--- src/rtl/fixed_point_mul_arb_if.sv ---
// Request/response bus for fixed_point_mul_arb: per-requester operand pairs in,
// tagged product out. Fixed-point format comes from `FIXED_W / `FIXED_FRACTION_W.
`ifndef FIXED_W
`define FIXED_W 32
`endif
`ifndef FIXED_FRACTION_W
`define FIXED_FRACTION_W 16
`endif

interface fixed_point_mul_arb_if #(
  parameter int unsigned NUM_REQ = 4
);
  localparam int unsigned ID_W = $clog2(NUM_REQ);

  logic [NUM_REQ-1:0]                 req_valid;
  logic [NUM_REQ-1:0]                 req_ready;
  logic [NUM_REQ-1:0][`FIXED_W-1:0]   req_op1;
  logic [NUM_REQ-1:0][`FIXED_W-1:0]   req_op2;
  logic                               resp_valid;
  logic                               resp_ready;
  logic [ID_W-1:0]                    resp_id;
  logic [`FIXED_W-1:0]                resp_result;
  logic                               resp_overflow;

  modport master (
    output req_valid, req_op1, req_op2, resp_ready,
    input  req_ready, resp_valid, resp_id, resp_result, resp_overflow
  );

  modport slave (
    input  req_valid, req_op1, req_op2, resp_ready,
    output req_ready, resp_valid, resp_id, resp_result, resp_overflow
  );
endinterface

--- src/rtl/fixed_point_mul_arb.sv ---
// Round-robin arbiter sharing one signed fixed-point multiplier, two-stage pipeline.
// Optional macro FIXED_MUL_ARB_SATURATE_EN clamps overflowing products in S2.
`ifndef FIXED_W
`define FIXED_W 32
`endif
`ifndef FIXED_FRACTION_W
`define FIXED_FRACTION_W 16
`endif

module fixed_point_mul #(
  parameter int unsigned W = `FIXED_W,
  parameter int unsigned F = `FIXED_FRACTION_W
) (
  input  logic [W-1:0] i_op1,
  input  logic [W-1:0] i_op2,
  output logic [W-1:0] o_result,
  output logic         o_overflow
);
  logic signed [2*W-1:0] w_a;
  logic signed [2*W-1:0] w_b;
  logic signed [2*W-1:0] w_prod;
  logic signed [2*W-1:0] w_shift;

  assign w_a     = {{W{i_op1[W-1]}}, i_op1};
  assign w_b     = {{W{i_op2[W-1]}}, i_op2};
  assign w_prod  = w_a * w_b;
  assign w_shift = w_prod >>> F;

  // Product fits when everything above the result's sign bit is a sign copy.
  assign o_result   = w_shift[W-1:0];
  assign o_overflow = (w_shift[2*W-1:W-1] != {(W+1){w_shift[W-1]}}) &&
                      (w_shift[2*W-1:W-1] != '0);
endmodule

module fixed_point_mul_arb #(
  parameter int unsigned NUM_REQ = 4
) (
  input  logic                  clk,
  input  logic                  rst,
  output logic                  busy,
  fixed_point_mul_arb_if.slave  bus
);
  localparam int unsigned W    = `FIXED_W;
  localparam int unsigned ID_W = $clog2(NUM_REQ);

  typedef logic [W-1:0] fixed_point_t;

  logic               r_s1_valid;
  logic [ID_W-1:0]    r_s1_id;
  fixed_point_t       r_s1_op1;
  fixed_point_t       r_s1_op2;
  logic               r_s2_valid;
  logic [ID_W-1:0]    r_s2_id;
  fixed_point_t       r_s2_result;
  logic               r_s2_overflow;
  logic [ID_W-1:0]    r_rr_ptr;

  logic               w_s2_load;
  logic               w_s1_load;
  logic               w_grant_vld;
  logic [ID_W-1:0]    w_grant_idx;
  logic [NUM_REQ-1:0] w_grant_oh;
  logic               w_hs;
  fixed_point_t       w_mul_result;
  fixed_point_t       w_s2_result;
  logic               w_mul_ovf;

  // First valid requester at or above r_rr_ptr, wrapping at NUM_REQ.
  always_comb begin
    int unsigned idx;
    idx         = 0;
    w_grant_vld = 1'b0;
    w_grant_idx = '0;
    w_grant_oh  = '0;
    for (int unsigned k = 0; k < NUM_REQ; k++) begin
      idx = 32'(r_rr_ptr) + k;
      if (idx >= NUM_REQ) idx = idx - NUM_REQ;
      if (!w_grant_vld && bus.req_valid[idx[ID_W-1:0]]) begin
        w_grant_vld                = 1'b1;
        w_grant_idx                = idx[ID_W-1:0];
        w_grant_oh[idx[ID_W-1:0]]  = 1'b1;
      end
    end
  end

  assign w_s2_load     = !r_s2_valid || bus.resp_ready;
  assign w_s1_load     = !r_s1_valid || w_s2_load;
  assign w_hs          = w_grant_vld && w_s1_load && !rst;
  assign bus.req_ready = w_hs ? w_grant_oh : '0;

  fixed_point_mul #(
    .W (W),
    .F (`FIXED_FRACTION_W)
  ) u_mul (
    .i_op1      (r_s1_op1),
    .i_op2      (r_s1_op2),
    .o_result   (w_mul_result),
    .o_overflow (w_mul_ovf)
  );

`ifdef FIXED_MUL_ARB_SATURATE_EN
  always_comb begin
    w_s2_result = w_mul_result;
    if (w_mul_ovf) begin
      w_s2_result = (r_s1_op1[W-1] ^ r_s1_op2[W-1]) ? {1'b1, {(W-1){1'b0}}}
                                                    : {1'b0, {(W-1){1'b1}}};
    end
  end
`else
  assign w_s2_result = w_mul_result;
`endif

  always_ff @(posedge clk) begin
    if (rst) begin
      r_s1_valid    <= 1'b0;
      r_s1_id       <= '0;
      r_s1_op1      <= '0;
      r_s1_op2      <= '0;
      r_s2_valid    <= 1'b0;
      r_s2_id       <= '0;
      r_s2_result   <= '0;
      r_s2_overflow <= 1'b0;
      r_rr_ptr      <= '0;
    end else begin
      if (w_s1_load) begin
        r_s1_valid <= w_hs;
        if (w_hs) begin
          r_s1_id  <= w_grant_idx;
          r_s1_op1 <= bus.req_op1[w_grant_idx];
          r_s1_op2 <= bus.req_op2[w_grant_idx];
        end
      end
      if (w_s2_load) begin
        r_s2_valid <= r_s1_valid;
        if (r_s1_valid) begin
          r_s2_id       <= r_s1_id;
          r_s2_result   <= w_s2_result;
          r_s2_overflow <= w_mul_ovf;
        end
      end
      if (w_hs) begin
        r_rr_ptr <= (w_grant_idx == ID_W'(NUM_REQ - 1)) ? '0 : w_grant_idx + 1'b1;
      end
    end
  end

  assign bus.resp_valid    = r_s2_valid;
  assign bus.resp_id       = r_s2_id;
  assign bus.resp_result   = r_s2_result;
  assign bus.resp_overflow = r_s2_overflow;
  assign busy              = r_s1_valid | r_s2_valid;
endmodule
--- src/flat_wrapper.sv ---
// flat-port wrapper written by rule: the top's interface ports become plain ports
module fixed_point_mul_arb_flat 
#(
  parameter int unsigned NUM_REQ = 4
)
  (clk, rst, busy, bus_req_valid, bus_req_op1, bus_req_op2, bus_resp_ready, bus_req_ready, bus_resp_valid, bus_resp_id, bus_resp_result, bus_resp_overflow);
  fixed_point_mul_arb_if #(.NUM_REQ(NUM_REQ)) bus_i ();
  input  logic clk;
  input  logic rst;
  output logic busy;
  input wire logic [$bits(bus_i.req_valid)-1:0] bus_req_valid;
  input wire logic [$bits(bus_i.req_op1)-1:0] bus_req_op1;
  input wire logic [$bits(bus_i.req_op2)-1:0] bus_req_op2;
  input wire logic [$bits(bus_i.resp_ready)-1:0] bus_resp_ready;
  output wire logic [$bits(bus_i.req_ready)-1:0] bus_req_ready;
  output wire logic [$bits(bus_i.resp_valid)-1:0] bus_resp_valid;
  output wire logic [$bits(bus_i.resp_id)-1:0] bus_resp_id;
  output wire logic [$bits(bus_i.resp_result)-1:0] bus_resp_result;
  output wire logic [$bits(bus_i.resp_overflow)-1:0] bus_resp_overflow;
  assign bus_i.req_valid = bus_req_valid;
  assign bus_i.req_op1 = bus_req_op1;
  assign bus_i.req_op2 = bus_req_op2;
  assign bus_i.resp_ready = bus_resp_ready;
  assign bus_req_ready = bus_i.req_ready;
  assign bus_resp_valid = bus_i.resp_valid;
  assign bus_resp_id = bus_i.resp_id;
  assign bus_resp_result = bus_i.resp_result;
  assign bus_resp_overflow = bus_i.resp_overflow;
  fixed_point_mul_arb #(.NUM_REQ(NUM_REQ)) u_core (.clk(clk), .rst(rst), .busy(busy), .bus(bus_i));
endmodule
--- config.mk ---
export PLATFORM = sky130hd
export DESIGN_NAME = fixed_point_mul_arb_flat
export DESIGN_NICKNAME = d
export VERILOG_FILES = /design/src/rtl/fixed_point_mul_arb_if.sv /design/src/rtl/fixed_point_mul_arb.sv /design/src/flat_wrapper.sv
export SDC_FILE = /design/constraint.sdc
export NUM_CORES = 2
export LEC_CHECK = 0
export CORE_MARGIN = 2
export CORE_UTILIZATION = 55
export DETAILED_ROUTE_END_ITERATION = 10
export GPL_ROUTABILITY_DRIVEN = 1
export PLACE_DENSITY = 0.75
export SETUP_SLACK_MARGIN = 0.05
export SLEW_MARGIN = 40
export SYNTH_ARGS = -nofsm -noshare
export SYNTH_HDL_FRONTEND = slang
export SYNTH_SLANG_ARGS = --single-unit
export TNS_END_PERCENT = 5
--- constraint.sdc ---
create_clock -name clk -period 9.55 [get_ports clk]
set_input_delay 0.955 -clock clk [delete_from_list [all_inputs] [get_ports clk]]
set_output_delay 0.955 -clock clk [all_outputs]
set_load 0.02 [all_outputs]
# Word-level counts from Yosys, hierarchy flattened
# Index checks and enable logic that the tools add are counted.
dict set report totals {
  memories 0
  latch_bits 0
  mem_bits_rw 0
  output_inout_bits 41
  mem_bits_ro 0
  ff_bits 105
}
dict set report classes {
  shift 0
  muxes 38
  bitwise 4
  div_mod_pow 0
  addsub 8
  eq_ne 2
  reduce_logical 21
  order_cmp 13
  multipliers 1
}
# operator n
set op_table {}
lappend op_table {{32-bit binary-select mux with 2-bit select} 2}
lappend op_table {{32-bit by 32-bit multiplier with 64-bit output} 1}
lappend op_table {{32-bit 2-to-1 mux} 2}
lappend op_table {{33-bit nonzero test} 1}
lappend op_table {{32-bit inequality test} 1}
lappend op_table {{4-bit 2-to-1 mux} 5}
lappend op_table {{2-bit 2-to-1 mux} 9}
lappend op_table {{2-bit by 3-bit < comparator with 1-bit output, second input constant} 5}
lappend op_table {{1-bit 2-to-1 mux} 12}
lappend op_table {{4-bit bitwise OR} 3}
lappend op_table {{1-bit logical AND} 10}
lappend op_table {{3-bit greater-or-equal comparator, second input constant} 3}
lappend op_table {{1-bit binary-select mux with 2-bit select} 4}
lappend op_table {{1-bit demux with 2-bit select} 4}
lappend op_table {{2-bit by 1-bit greater-or-equal comparator with 1-bit output, second input constant} 4}
lappend op_table {{2-bit by 1-bit subtractor with 2-bit output, second input constant} 4}
lappend op_table {{2-bit by 2-bit adder with 3-bit output, second input constant} 2}
lappend op_table {{1-bit zero test} 6}
lappend op_table {{2-bit AND reduction} 2}
lappend op_table {{2-bit by 1-bit adder with 3-bit output, second input constant} 1}
lappend op_table {{2-bit by 3-bit greater-or-equal comparator with 1-bit output, second input constant} 1}
lappend op_table {{2-bit by 1-bit adder with 2-bit output, second input constant} 1}
lappend op_table {{2-bit equality test, second input constant} 1}
lappend op_table {{1-bit logical OR} 2}
lappend op_table {{1-bit bitwise OR} 1}

# Depth between registers and ports, before layout
dict set report depth {
  word_depth 17
  mapped_depth 33
  ltp_nobuf 31
}

# Cells and area by module
# Synthesis repeated with hierarchy kept, for this count alone.
dict set report unflattened {
  hier_cells 4745
  area_unflattened_um2 42724.7
}
# module area_each_um2 seq_area_each_um2 n_inst cells_each
set by_module_without_submodules {}
lappend by_module_without_submodules {fixed_point_mul 35950.7 0.0 1 3831}
lappend by_module_without_submodules {fixed_point_mul_arb 6774.0 2102.0 1 914}

# Worst setup path after synthesis
# No wires, ideal clock.
dict set report synth_timing {
  path_kind {register to register}
  startpoint {reg u_core.r_s1_op1[31]}
  endpoint {reg u_core.r_s2_overflow (netlist: u_core.bus.resp_overflow)}
  setup_slack_ns 0.722
  setup_ns 0.120
  period_less_slack_ns 8.828
  stages_incl_launch_ff 29
  arrival_ns 8.708
  cell_sequence {dfxtp_1 -> clkbuf_1 -> nand2_1 -> inv_1 -> fa_1 -> inv_1 -> fa_1 -> inv_1 -> fa_1 -> fa_1 -> inv_1 -> fa_1 -> fa_1 -> fa_1 -> fa_1 -> inv_1 -> ha_1 -> clkbuf_1 -> a21oi_1 -> o21bai_1 -> a21o_1 -> and2_1 -> o41ai_1 -> o311a_1 -> nor3_1 -> or4_1 -> or4_1 -> a22oi_1 -> o2bb2ai_1}
}
dict set report synth_via {
  elab_chain_len 3
  word_cells_on_any_way 4
  classes_between {mul: 1; eq/ne: 1; reduce/logical: 2}
}
# element line_no
set synth_rtl {}
lappend synth_rtl {{start: declaration} fixed_point_mul_arb.sv:50} ;# fixed_point_t r_s1_op1;
lappend synth_rtl {{start signal: assignment} fixed_point_mul_arb.sv:129} ;# r_s1_op1 <= bus.req_op1[w_grant_idx];
lappend synth_rtl {{32-bit by 32-bit multiplier with 64-bit output *} fixed_point_mul_arb.sv:26} ;# assign w_prod = w_a * w_b;
lappend synth_rtl {{32-bit inequality test / 33-bit nonzero test (equally long branches)} {fixed_point_mul_arb.sv:31, fixed_point_mul_arb.sv:32}}
lappend synth_rtl {{1-bit logical AND *} fixed_point_mul_arb.sv:31} ;# assign o_overflow = (w_shift[2*W-1:W-1] != {(W+1){w_shift[W-1]}}) &&
lappend synth_rtl {{end signal: assignment} fixed_point_mul_arb.sv:138} ;# r_s2_overflow <= w_mul_ovf;
lappend synth_rtl {{end: declaration} fixed_point_mul_arb.sv:55} ;# logic r_s2_overflow;
# Every way passes the cells marked *; elsewhere a longest branch is shown, timed or not.
# A chain may end at the register's enable or synchronous reset.

# Worst setup path after layout
dict set report layout_timing {
  startpoint {reg u_core.r_s1_op2[2]}
  endpoint {reg u_core.r_s2_overflow (netlist: u_core.bus.resp_overflow)}
}
dict set report layout_via {
  elab_chain_len 3
  word_cells_on_any_way 4
  classes_between {mul: 1; eq/ne: 1; reduce/logical: 2}
}
# element line_no
set layout_rtl {}
lappend layout_rtl {{start: declaration} fixed_point_mul_arb.sv:51} ;# fixed_point_t r_s1_op2;
lappend layout_rtl {{start signal: assignment} fixed_point_mul_arb.sv:130} ;# r_s1_op2 <= bus.req_op2[w_grant_idx];
lappend layout_rtl {{32-bit by 32-bit multiplier with 64-bit output *} fixed_point_mul_arb.sv:26}
lappend layout_rtl {{32-bit inequality test / 33-bit nonzero test (equally long branches)} {fixed_point_mul_arb.sv:31, fixed_point_mul_arb.sv:32}}
lappend layout_rtl {{1-bit logical AND *} fixed_point_mul_arb.sv:31}
# Marked as above.

==> impl_metrics.csv <==
group,metric,value,unit
status,status,"complete, no violations",
worst_setup_path,crit_fanout,18,
worst_setup_path,critPathMaxStageDelay,0.82,ns
worst_setup_path,cp_data_required_time,9.83,ns
final_layout,diodes,0,
worst_setup_path,criticalPathCategory,"flop to flop",
worst_setup_path,critPathCaptureType,"flop",
global_routing,grt_usage,0.3314,
route,drcViolationCount,0,
floorplanning,rows,101,
min_path,hold_depth,2,
synthesis,synth_async_sr_flop_share,0,
global_routing,grt_overflow,0,
synthesis,netlist_area,0.04206,mm²
synthesis,avgSynthCellArea,8.717,µm²
final_layout,finalNetCount,6537,
worst_setup_path,cp_slowest_cell,"dfxtp_1",
worst_setup_path,reg2reg_depth,24,
worst_setup_path,rrSetupSlack,0.37,ns
sta,final.setup.tns,0,ns
floorplanning,initial_core_util,0.5547,
floorplanning,core,0.07582,mm²
synthesis,synth_most_common_cell,"fa_1",
min_path,hold_start,"u_core.bus.resp_result[25]$_SDFFE_PP0P_",
global_routing,grt_max_degree,70,
placed_design,dp_hpwl,103600,µm
worst_setup_path,cp.arrival,9.46,ns
floorplanning,die_w,280.5,µm
placed_design,port-buffer-count,303,
sta,finalClockSkew,0.006202,ns
sta,finalHoldViolations,0,
worst_setup_path,crit_top_cell,"fa_1",
final_layout,stdcell_count,5987,
floorplanning,die_area,0.07870,mm²
synthesis,synth_common_cells,"fa_1 (1,081), inv_1 (945), nand2_1 (884)",
min_path,min_to,"u_core.bus.resp_result[25]$_SDFFE_PP0P_",
route,avgViaCountPerCell,5.582,
sta,fin_crit,9.183,ns
route,ant_nets,0,
cts,ctsHoldBuffers,0,
worst_setup_path,worstReg2RegStart,"u_core.r_s1_op2[2]$_SDFFE_PP0P_",
cts,cts.sinks,105,
global_routing,grt_pass1_vias,36472,
placed_design,dpl.cell_count,5971,
worst_setup_path,reg2reg_to,"u_core.bus.resp_overflow$_SDFFE_PP0P_",
worst_setup_path,crit_path_start_kind,"flop",
synthesis,ys_ff_latch,105,
floorplanning,io_pins,304,
flow_run,maxCapViolations,0,
sta,maxSlewHeadroom,0.4066,
route,drtIter0Drc,2646,
worst_setup_path,startpoint,"u_core.r_s1_op2[2]$_SDFFE_PP0P_",
sta,slew_viol_final,0,
placed_design,place.gp.congestion,1.009,
cts,clk_pin_slew,0.08,ns
final_layout,fillers,6449,
cts,htree_num_levels,3,
cts,clkLatencyLatePin,0.38,ns
route,num_vias,33419,
cts,cts_buffers,9,
synthesis,syn_nets,6358,
global_routing,grt_antenna_before_repair,1,
cts,cts_tree,"done",
synthesis,synth_cell_type_count,72,
synthesis,synthCells,4825,
cts,clock_path_buffers,2,
cts,cts_root_buf,"clkbuf_16",
synthesis,synth_top_area_frac,0.5145,
final_layout,areaGrowthSynthToFinish,11.34,%
route,drtPass1Iterations,6,
synthesis,synth_top_cell_by_area,"fa_1",
min_path,hold_path_class,"flop to flop",
synthesis,synthTopCellsByArea,"fa_1 (51%), inv_1 (8.4%), nand2_1 (7.9%)",
sta,rsz0062_at_grt,"false",
route,wl,123100,µm
sta,fmax,108.9,MHz
sta,worst_pin_slew,0.8889,ns
route,wl_per_cell,20.56,µm
sta,setup-violations-final,0,
synthesis,ys_seq_area_frac,0.04998,
synthesis,yosysWarnings,0,
sta,finalCritPeriodShare,0.9616,
synthesis,synth_ff_type,"dfxtp_1",
worst_setup_path,path_cells,"nand2_1, fa_1, fa_1, fa_1, fa_1, inv_1, fa_1, fa_1, fa_1, inv_1, fa_1, inv_1, ha_1, nand4_2, or4_1, or3_1, a31o_1, a21oi_1, a21oi_1, xor2_1, nand4_1, or4b_1, o211ai_1, o2bb2ai_1",
final_layout,drive_gt1_frac,0.04432,
synthesis,synth-edff-count,0,
floorplanning,die_y,280.5,µm
global_routing,grt_pass1_wl,200500,µm
==> through the flow <==
step                      worst slack, ns  utilization  cell area [µm²]  hold WS (ns)
after floorplan                    0.7223            -            42060        0.4321
after global placement             0.3915       0.6132            46500        0.4387
after detailed placement           0.4538       0.6134            46510        0.4429
after global routing              0.06489       0.6176            46830        0.4695
after CTS                          0.4248       0.6175            46820        0.4538
final                              0.3668       0.6176            46830        0.4513
==> worst max-delay path by stage <==
| stage | endpoint | slack, ns | depth (start not counted) |
|---|---|---|---|
| floorplan | u_core.bus.resp_overflow$_SDFFE_PP0P_ | 0.72 | 28 |
| global route | u_core.bus.resp_overflow$_SDFFE_PP0P_ | 0.06 | 27 |
| detailed placement | u_core.bus.resp_overflow$_SDFFE_PP0P_ | 0.45 | 23 |
| finish | u_core.bus.resp_overflow$_SDFFE_PP0P_ | 0.37 | 24 |
| CTS | u_core.bus.resp_overflow$_SDFFE_PP0P_ | 0.42 | 23 |
| global placement | u_core.bus.resp_overflow$_SDFFE_PP0P_ | 0.39 | 25 |
==> sequential cells by signal, summed over array words and instances (netlist names), named ones only <==
name / cells
u_core.r_s1_op1: 32
u_core.r_s1_valid: 1
u_core.bus.resp_valid: 1
u_core.r_s1_id: 2
u_core.bus.resp_overflow: 1
u_core.r_rr_ptr: 1
u_core.bus.resp_result: 32
u_core.bus.resp_id: 2
u_core.r_s1_op2: 32
==> cell type report <==
cell class                      count  area (µm²)  area share
Tap cell                          978        1224     0.02613
Multi-Input combinational cell   3476       35330      0.7543
Clock buffer                       10       239.0    0.005103
Clock inverter                      6       71.32    0.001523
Timing Repair Buffer              466        4302     0.09186
Sequential cell                   105        2117     0.04521
Inverter                          946        3551     0.07583
==> what timing repair did <==
| item | CTS | global route |
|---|---|---|
| resized for setup | 0 | 3 |
| setup endpoints to repair | 0 | 1 |
| setup buffers | 0 | 0 |
==> cell usage in the layout, fill, tap and decap left out, drive strengths merged, types with 8 or more instances in the layout <==
master / count
nand4: 26
a311oi: 10
fa: 1081
nor2b: 8
o21bai: 11
xnor2: 37
nor3: 17
dfxtp: 105
a21oi: 122
clkbuf: 10
ha: 189
inv: 949
o21ai: 46
a211oi: 11
xor2: 23
nor2: 97
nand3: 234
a31oi: 8
and2: 518
clkdlybuf4s50: 302
buf: 164
and3: 16
o211ai: 10
a31o: 9
a21o: 21
nand2b: 18
nand2: 884
==> worst max-delay path, delay by kind of cell (launching register included) <==
family / cells / cell delay [ns]
fa+ha+maj: 9 / 4.73
compound gates: 5 / 1.05
buf+inv: 3 / 0.20
simple gates: 6 / 2.03
xor+xnor: 1 / 0.26
flops: 1 / 0.82
==> kinds of logic (layout without fill, tap and decap cells) <==
| logic type | after synthesis | count (layout) | share of synthesized area |
|---|---|---|---|
| simple gates | 1844 | 1844 | 0.2095 |
| fa+ha+maj | 1270 | 1270 | 0.5707 |
| buf+inv | 1244 | 1428 | 0.1113 |
| compound gates | 298 | 298 | 0.04465 |
| flops | 105 | 105 | 0.04998 |
| xor+xnor | 60 | 60 | 0.01249 |
| mux | 4 | 4 | 0.001309 |
==> per-layer routing <==
layer,vias up,part of all wire,global-route usage
met5,-,0,0
met4,0,0.042,0.1238
met3,271,0.092,0.05762
met2,1608,0.47,0.5394
met1,16935,0.39,0.4468
li1,14605,-,-
Power is left out: the tool's default activity adds up to more than one toggle a clock period on the data nets, which glitch-free logic cannot reach.
